--- src/rtl/counter_pkg.sv ---
// ---------------------------------------------------------------------------
// counter_pkg
// Shared definitions for the JK-based modulo counter:
//   mode_e  : counter operating modes (MODE input encoding)
//   jk_e    : JK flip-flop input codes, packed as {J, K}
//   jk_code : next-state to JK excitation for a single bit
// ---------------------------------------------------------------------------
package counter_pkg;

  typedef enum logic [1:0] {
    MODE_HOLD = 2'b00,
    MODE_UP   = 2'b01,
    MODE_DOWN = 2'b10,
    MODE_LOAD = 2'b11
  } mode_e;

  typedef enum logic [1:0] {
    JK_HOLD = 2'b00,
    JK_RST  = 2'b01,
    JK_SET  = 2'b10,
    JK_TGL  = 2'b11
  } jk_e;

  // Excitation that moves a cell from cur to next. Only set, reset or hold
  // are ever produced, so the toggle code never reaches a cell.
  function automatic jk_e jk_code(input logic next, input logic cur);
    return jk_e'({next & ~cur, ~next & cur});
  endfunction

endpackage

--- src/rtl/jk_cell.sv ---
// ---------------------------------------------------------------------------
// jk_cell
// Single JK flip-flop with synchronous active-high reset.
//   clk_i : clock, rising edge
//   rst_i : synchronous reset, loads RST_VAL
//   j_i   : J input
//   k_i   : K input
//   q_o   : registered output
// {J,K}: 00 hold, 01 clear, 10 set, 11 toggle.
// ---------------------------------------------------------------------------
module jk_cell
  import counter_pkg::*;
#(
  parameter logic RST_VAL = 1'b0
) (
  input  logic clk_i,
  input  logic rst_i,
  input  logic j_i,
  input  logic k_i,
  output logic q_o
);

  logic q_q;

  // NOTE: state is updated with non-blocking assignments so every flop in the
  // design samples pre-edge values, independent of process ordering.
  always_ff @(posedge clk_i) begin
    if (rst_i) begin
      q_q <= RST_VAL;
    end else begin
      case (jk_e'({j_i, k_i}))
        JK_HOLD: q_q <= q_q;
        JK_RST:  q_q <= 1'b0;
        JK_SET:  q_q <= 1'b1;
        JK_TGL:  q_q <= ~q_q;
        default: q_q <= q_q;
      endcase
    end
  end

  assign q_o = q_q;

endmodule

--- src/rtl/jk_mod_counter.sv ---
// ---------------------------------------------------------------------------
// jk_mod_counter
// WIDTH-bit modulo-MODULUS counter built from JK cells, with hold, up, down
// and load modes plus a cascade terminal count.
//   CLK      : clock, rising edge
//   RST      : synchronous active-high reset (Q <= RESET_VALUE, ERR <= 0)
//   EN       : count enable; low forces hold
//   MODE     : 00 hold, 01 up, 10 down, 11 load
//   LOAD_VAL : value taken in load mode when below MODULUS
//   Q        : registered count, always < MODULUS
//   TC       : combinational terminal count, high in the cycle before a wrap
//   ERR      : sticky flag, set by an out-of-range load, cleared by RST
// ---------------------------------------------------------------------------
module jk_mod_counter
  import counter_pkg::*;
#(
  parameter int WIDTH       = 4,
  parameter int MODULUS     = 10,
  parameter int RESET_VALUE = 0
) (
  input  logic             CLK,
  input  logic             RST,
  input  logic             EN,
  input  logic [1:0]       MODE,
  input  logic [WIDTH-1:0] LOAD_VAL,
  output logic [WIDTH-1:0] Q,
  output logic             TC,
  output logic             ERR
);

  // Elaboration-time parameter legality.
  if (WIDTH < 1 || WIDTH > 16) begin : g_bad_width
    $fatal(1, "jk_mod_counter: WIDTH must be 1..16");
  end else if (MODULUS < 2 || MODULUS > (1 << WIDTH)) begin : g_bad_modulus
    $fatal(1, "jk_mod_counter: MODULUS must be 2..2**WIDTH");
  end else if (RESET_VALUE < 0 || RESET_VALUE >= MODULUS) begin : g_bad_reset
    $fatal(1, "jk_mod_counter: RESET_VALUE must be below MODULUS");
  end

  // Arithmetic runs one bit wider so MODULUS = 2**WIDTH is representable.
  localparam logic [WIDTH:0]   MOD_EXT = (WIDTH+1)'(MODULUS);
  localparam logic [WIDTH:0]   MOD_MAX = (WIDTH+1)'(MODULUS - 1);
  localparam logic [WIDTH:0]   ONE_EXT = (WIDTH+1)'(1);
  localparam logic [WIDTH:0]   ZER_EXT = '0;
  localparam logic [WIDTH-1:0] RST_VEC = WIDTH'(RESET_VALUE);

  mode_e            mode;
  logic [WIDTH:0]   q_ext;
  logic [WIDTH:0]   load_ext;
  logic [WIDTH:0]   next_ext;
  logic [WIDTH-1:0] next_d;
  logic [WIDTH-1:0] j_vec;
  logic [WIDTH-1:0] k_vec;
  logic             load_ok;
  logic             err_q;

  assign mode     = mode_e'(MODE);
  assign q_ext    = {1'b0, Q};
  assign load_ext = {1'b0, LOAD_VAL};
  assign load_ok  = (load_ext < MOD_EXT);

  // NOTE: next_ext gets a default before any branch so no path leaves it
  // unassigned, which would otherwise infer a latch.
  always_comb begin
    next_ext = q_ext;
    if (EN) begin
      unique case (mode)
        MODE_UP:   next_ext = (q_ext == MOD_MAX) ? ZER_EXT : q_ext + ONE_EXT;
        MODE_DOWN: next_ext = (q_ext == ZER_EXT) ? MOD_MAX : q_ext - ONE_EXT;
        MODE_LOAD: if (load_ok) next_ext = load_ext;
        default:   next_ext = q_ext;
      endcase
    end
  end

  assign next_d = next_ext[WIDTH-1:0];

  // Every entry path keeps the count inside the modulus.
  always_ff @(posedge CLK) begin
    if (!RST) begin
      assert (next_ext < MOD_EXT);
    end
  end

  // One JK cell per bit, excited to move from Q to next_d.
  for (genvar i = 0; i < WIDTH; i++) begin : g_bit
    jk_e code;
    assign code = jk_code(next_d[i], Q[i]);
    assign {j_vec[i], k_vec[i]} = code;

    jk_cell #(
      .RST_VAL(RST_VEC[i])
    ) u_cell (
      .clk_i(CLK),
      .rst_i(RST),
      .j_i  (j_vec[i]),
      .k_i  (k_vec[i]),
      .q_o  (Q[i])
    );
  end

  // Unregistered so a cascaded stage steps on the same edge as this wrap.
  assign TC = EN & (((mode == MODE_UP)   & (q_ext == MOD_MAX)) |
                    ((mode == MODE_DOWN) & (q_ext == ZER_EXT)));

  always_ff @(posedge CLK) begin
    if (RST) begin
      err_q <= 1'b0;
    end else if (EN && mode == MODE_LOAD && !load_ok) begin
      err_q <= 1'b1;
    end
  end

  assign ERR = err_q;

endmodule

--- config.mk ---
export PLATFORM = sky130hd
export DESIGN_NAME = jk_mod_counter
export DESIGN_NICKNAME = d
export VERILOG_FILES = /design/src/rtl/counter_pkg.sv /design/src/rtl/jk_cell.sv /design/src/rtl/jk_mod_counter.sv
export SDC_FILE = /design/constraint.sdc
export NUM_CORES = 1
export LEC_CHECK = 0
export ABC_AREA = 1
export BUFFER_PORTS_ARGS = -buffer_cell sky130_fd_sc_hd__buf_2
export CAP_MARGIN = 20
export CELL_PAD_IN_SITES_DETAIL_PLACEMENT = 1
export CELL_PAD_IN_SITES_GLOBAL_PLACEMENT = 1
export CORE_MARGIN = 3
export CORE_UTILIZATION = 32
export CTS_CLUSTER_SIZE = 40
export DETAILED_ROUTE_END_ITERATION = 8
export PLACE_DENSITY = 0.73
export SYNTH_ARGS = -nofsm -noshare
export SYNTH_HDL_FRONTEND = slang
export SYNTH_SLANG_ARGS = --single-unit
--- constraint.sdc ---
create_clock -name CLK -period 1.8 [get_ports CLK]
set_input_delay 0.09 -clock CLK [delete_from_list [all_inputs] [get_ports CLK]]
set_output_delay 0.09 -clock CLK [all_outputs]
set_load 0.005 [all_outputs]
==> results.toml <==
[outcome]
status = "finished, final reports clean"

[pwr]
p_int_uw = 603
cellPowerDensity_nw_per_um2 = 1300
clockPowerShare = 0.117
cellLeakagePower_uw = 0.000455
combPwrFrac = 0.695
switching_power_uw = 590
p_total_uw = 1190
seq_power_share = 0.188
ir_drop_v = 0.000591
swShare = 0.495

[yosys]
syn-cell-area_sq_um = 693
synthTopCellsByCount = "nor2_1 (26), nand2_1 (24), inv_1 (10)"
yosysMostFrequentCell = "nor2_1"
yosysWarningCount = 0
synth_cell_types = 24
synthArstFlopShare = 0
netlist.top_cell.by_area = "dfxtp_1"
synth-edff-count = 0
yosysSeqAreaShare = 0.144
synth_ff_type = "dfxtp_1"
yosysTopAreaCellShare = 0.144
synthTopCellsByArea = "dfxtp_1 (14%), nor2_1 (14%), nand2_1 (13%)"
syn_inst = 112
synth_seq_cells = 5
synth_nets = 128
synth.avg_cell_area_sq_um = 6.19

[critical_path]
timing.rr.end = "g_bit[3].u_cell.q_o$_SDFFE_PP0P_"
worstSetupStartpointType = "register"
critPathKind = "reg2reg"
setup.worst_path.end_class = "register"
crit_arrival_ps = 1920
r2r-start = "g_bit[0].u_cell.q_o$_SDFFE_PP0P_"
reg2reg_depth = 11
required_ps = 1940
reg2reg_slack_ps = 10
cp_max_fo = 4

[sta]
maxSlewHeadroom = 0.850
fmax_mhz = 560
finalCritPeriodShare = 0.992
worst_pin_slew_ps = 224
finalHoldViolCount = 0
period_needed_ps = 1790
drv_slew = 0
clock_skew_ps = 3.38
setup_viol = 0
rsz0062_at_grt = "true"
timing.setup.tns_ps = 0

[floorplanning]
die_width_microns = 52.5
initial_utilization = 0.346
rows = 16
die_area_sq_um = 2760
fp.coreArea_sq_um = 2000
ioPinCount = 15
die_h_microns = 52.5

[detailed_routing]
drc_errors = 0
drt-total-wl_microns = 2300
drt_pass1_iterations = 4
viasPerCell = 4.92
drt_iter0_drc = 5
post_drt_wl_per_cell_microns = 14.5
vias = 782
ant_nets = 0

[placement]
gp_congestion = 0.822
placed_cells = 154
io_buffers = 14
dp_hpwl_microns = 1570

[global_routing]
track_usage = 0.160
antenna_found_initial = 0
grt_overflow = 0
grt_pass1_vias = 744
grt_pass1_wl_microns = 3250
grt_max_degree = 11

[min_path]
hold_depth = 2
hp-class = "in2reg"
min_from = "RST"
min_to = "g_bit[3].u_cell.q_o$_SDFFE_PP0P_"

[clock_tree]
clkSlewWorstSetupHoldPaths_ps = 50
ctsHoldBuffers = 0
h-tree-depth = 1
cts.sinks = 5
clock_path_buffers = 2
cts_made_buffers = 3
clk-insertion-delay-late_ps = 250
cts_tree = "done"
cts-root-buf = "clkbuf_4"

[run]
maxCapViolations = 0

[layout]
antenna-diode-count = 0
fillCellCount = 271
drive_above_1_share = 0.417
fin_cells = 159
fin_util = 0.458
finalNetCount = 149
area.growth.synth_to_final_pct = 32.3
[registers in the layout, indices dropped and copies added, names as in the netlist]
signal            cells
ERR                   1
g_bit.u_cell.q_o      4
[cell families after synthesis]
kind of cell / synth area share
simple gates: 0.498
buf+inv: 0.148
fa+ha+maj: 0.126
flops: 0.144
compound gates: 0.0830
[cell type report]
cell class / instances / area, sq um / share of cell area
multi-input cells: 87 / 563 / 0.614
repair buffers: 21 / 123 / 0.134
flip-flops and latches: 5 / 108 / 0.117
inverters: 15 / 63.8 / 0.0696
well taps: 27 / 33.8 / 0.0368
clock buffers: 4 / 26.3 / 0.0286
[worst max-delay path: stages, from the launching register on]
cell	delay [ps]
dfxtp_2	340
inv_1	90
ha_4	190
nand3_4	100
nor2_4	50
nor2_1	180
nand2_1	80
nor2_1	110
nor2_1	50
ha_1	320
nor2_2	110
a211oi_2	40
[per-stage QoR]
| stage | instance area [sq um] | worst slack (ps) | hold WS (ps) |
|---|---|---|---|
| floorplan | 693 | 57.7 | 162 |
| global placement | 801 | 55.1 | 353 |
| detailed placement | 801 | 11.0 | 351 |
| CTS | 830 | 19.1 | 84.3 |
| global route | 917 | -83.3 | 104 |
| finish | 917 | 14.5 | 111 |
[cell usage in the layout (no fill, tap or decap), drive strengths merged]
master  count
nor2       31
a31oi       1
nand3      13
ha          7
dfxtp       5
a211oi      4
o21a        1
nor3        1
nand2      26
clkbuf      4
o21ai       2
buf        21
clkinv      1
inv        14
nand4       1
[power by group through the flow]
stage          Combinational [uW]  Clock [uW]  Sequential [uW]
4_1_cts                       669         143              202
2_1_floorplan                 495           0              190
5_1_grt                       915         155              232
3_3_place_gp                  629           0              202
3_5_place_dp                  659           0              204
6_report                      829         139              224
[per-layer routing]
metal  track usage  wire length [microns]
met5             0                      0
met1         0.191                    958
met3        0.0456                     90
met2         0.285                   1220
met4        0.0255                     38
[worst max-delay path by stage]
stage | from | end | cells after the start
final | g_bit[0].u_cell.q_o$_SDFFE_PP0P_ | g_bit[3].u_cell.q_o$_SDFFE_PP0P_ | 11
after global routing | g_bit[0].u_cell.q_o$_SDFFE_PP0P_ | g_bit[2].u_cell.q_o$_SDFFE_PP0P_ | 10
after floorplan | g_bit[0].u_cell.q_o$_SDFFE_PP0P_ | g_bit[2].u_cell.q_o$_SDFFE_PP0P_ | 10
after detailed placement | g_bit[1].u_cell.q_o$_SDFFE_PP0P_ | g_bit[2].u_cell.q_o$_SDFFE_PP0P_ | 10
after CTS | g_bit[0].u_cell.q_o$_SDFFE_PP0P_ | g_bit[1].u_cell.q_o$_SDFFE_PP0P_ | 10
after global placement | g_bit[0].u_cell.q_o$_SDFFE_PP0P_ | g_bit[1].u_cell.q_o$_SDFFE_PP0P_ | 10
[repair_timing]
action,4_1_cts,5_1_grt
setup buffers,0,1
pin swaps,0,6
hold endpoints to repair,0,0
endpoints found under the setup margin,3,4
gates resized for setup,1,19
Power figures use the tool's default switching activity.
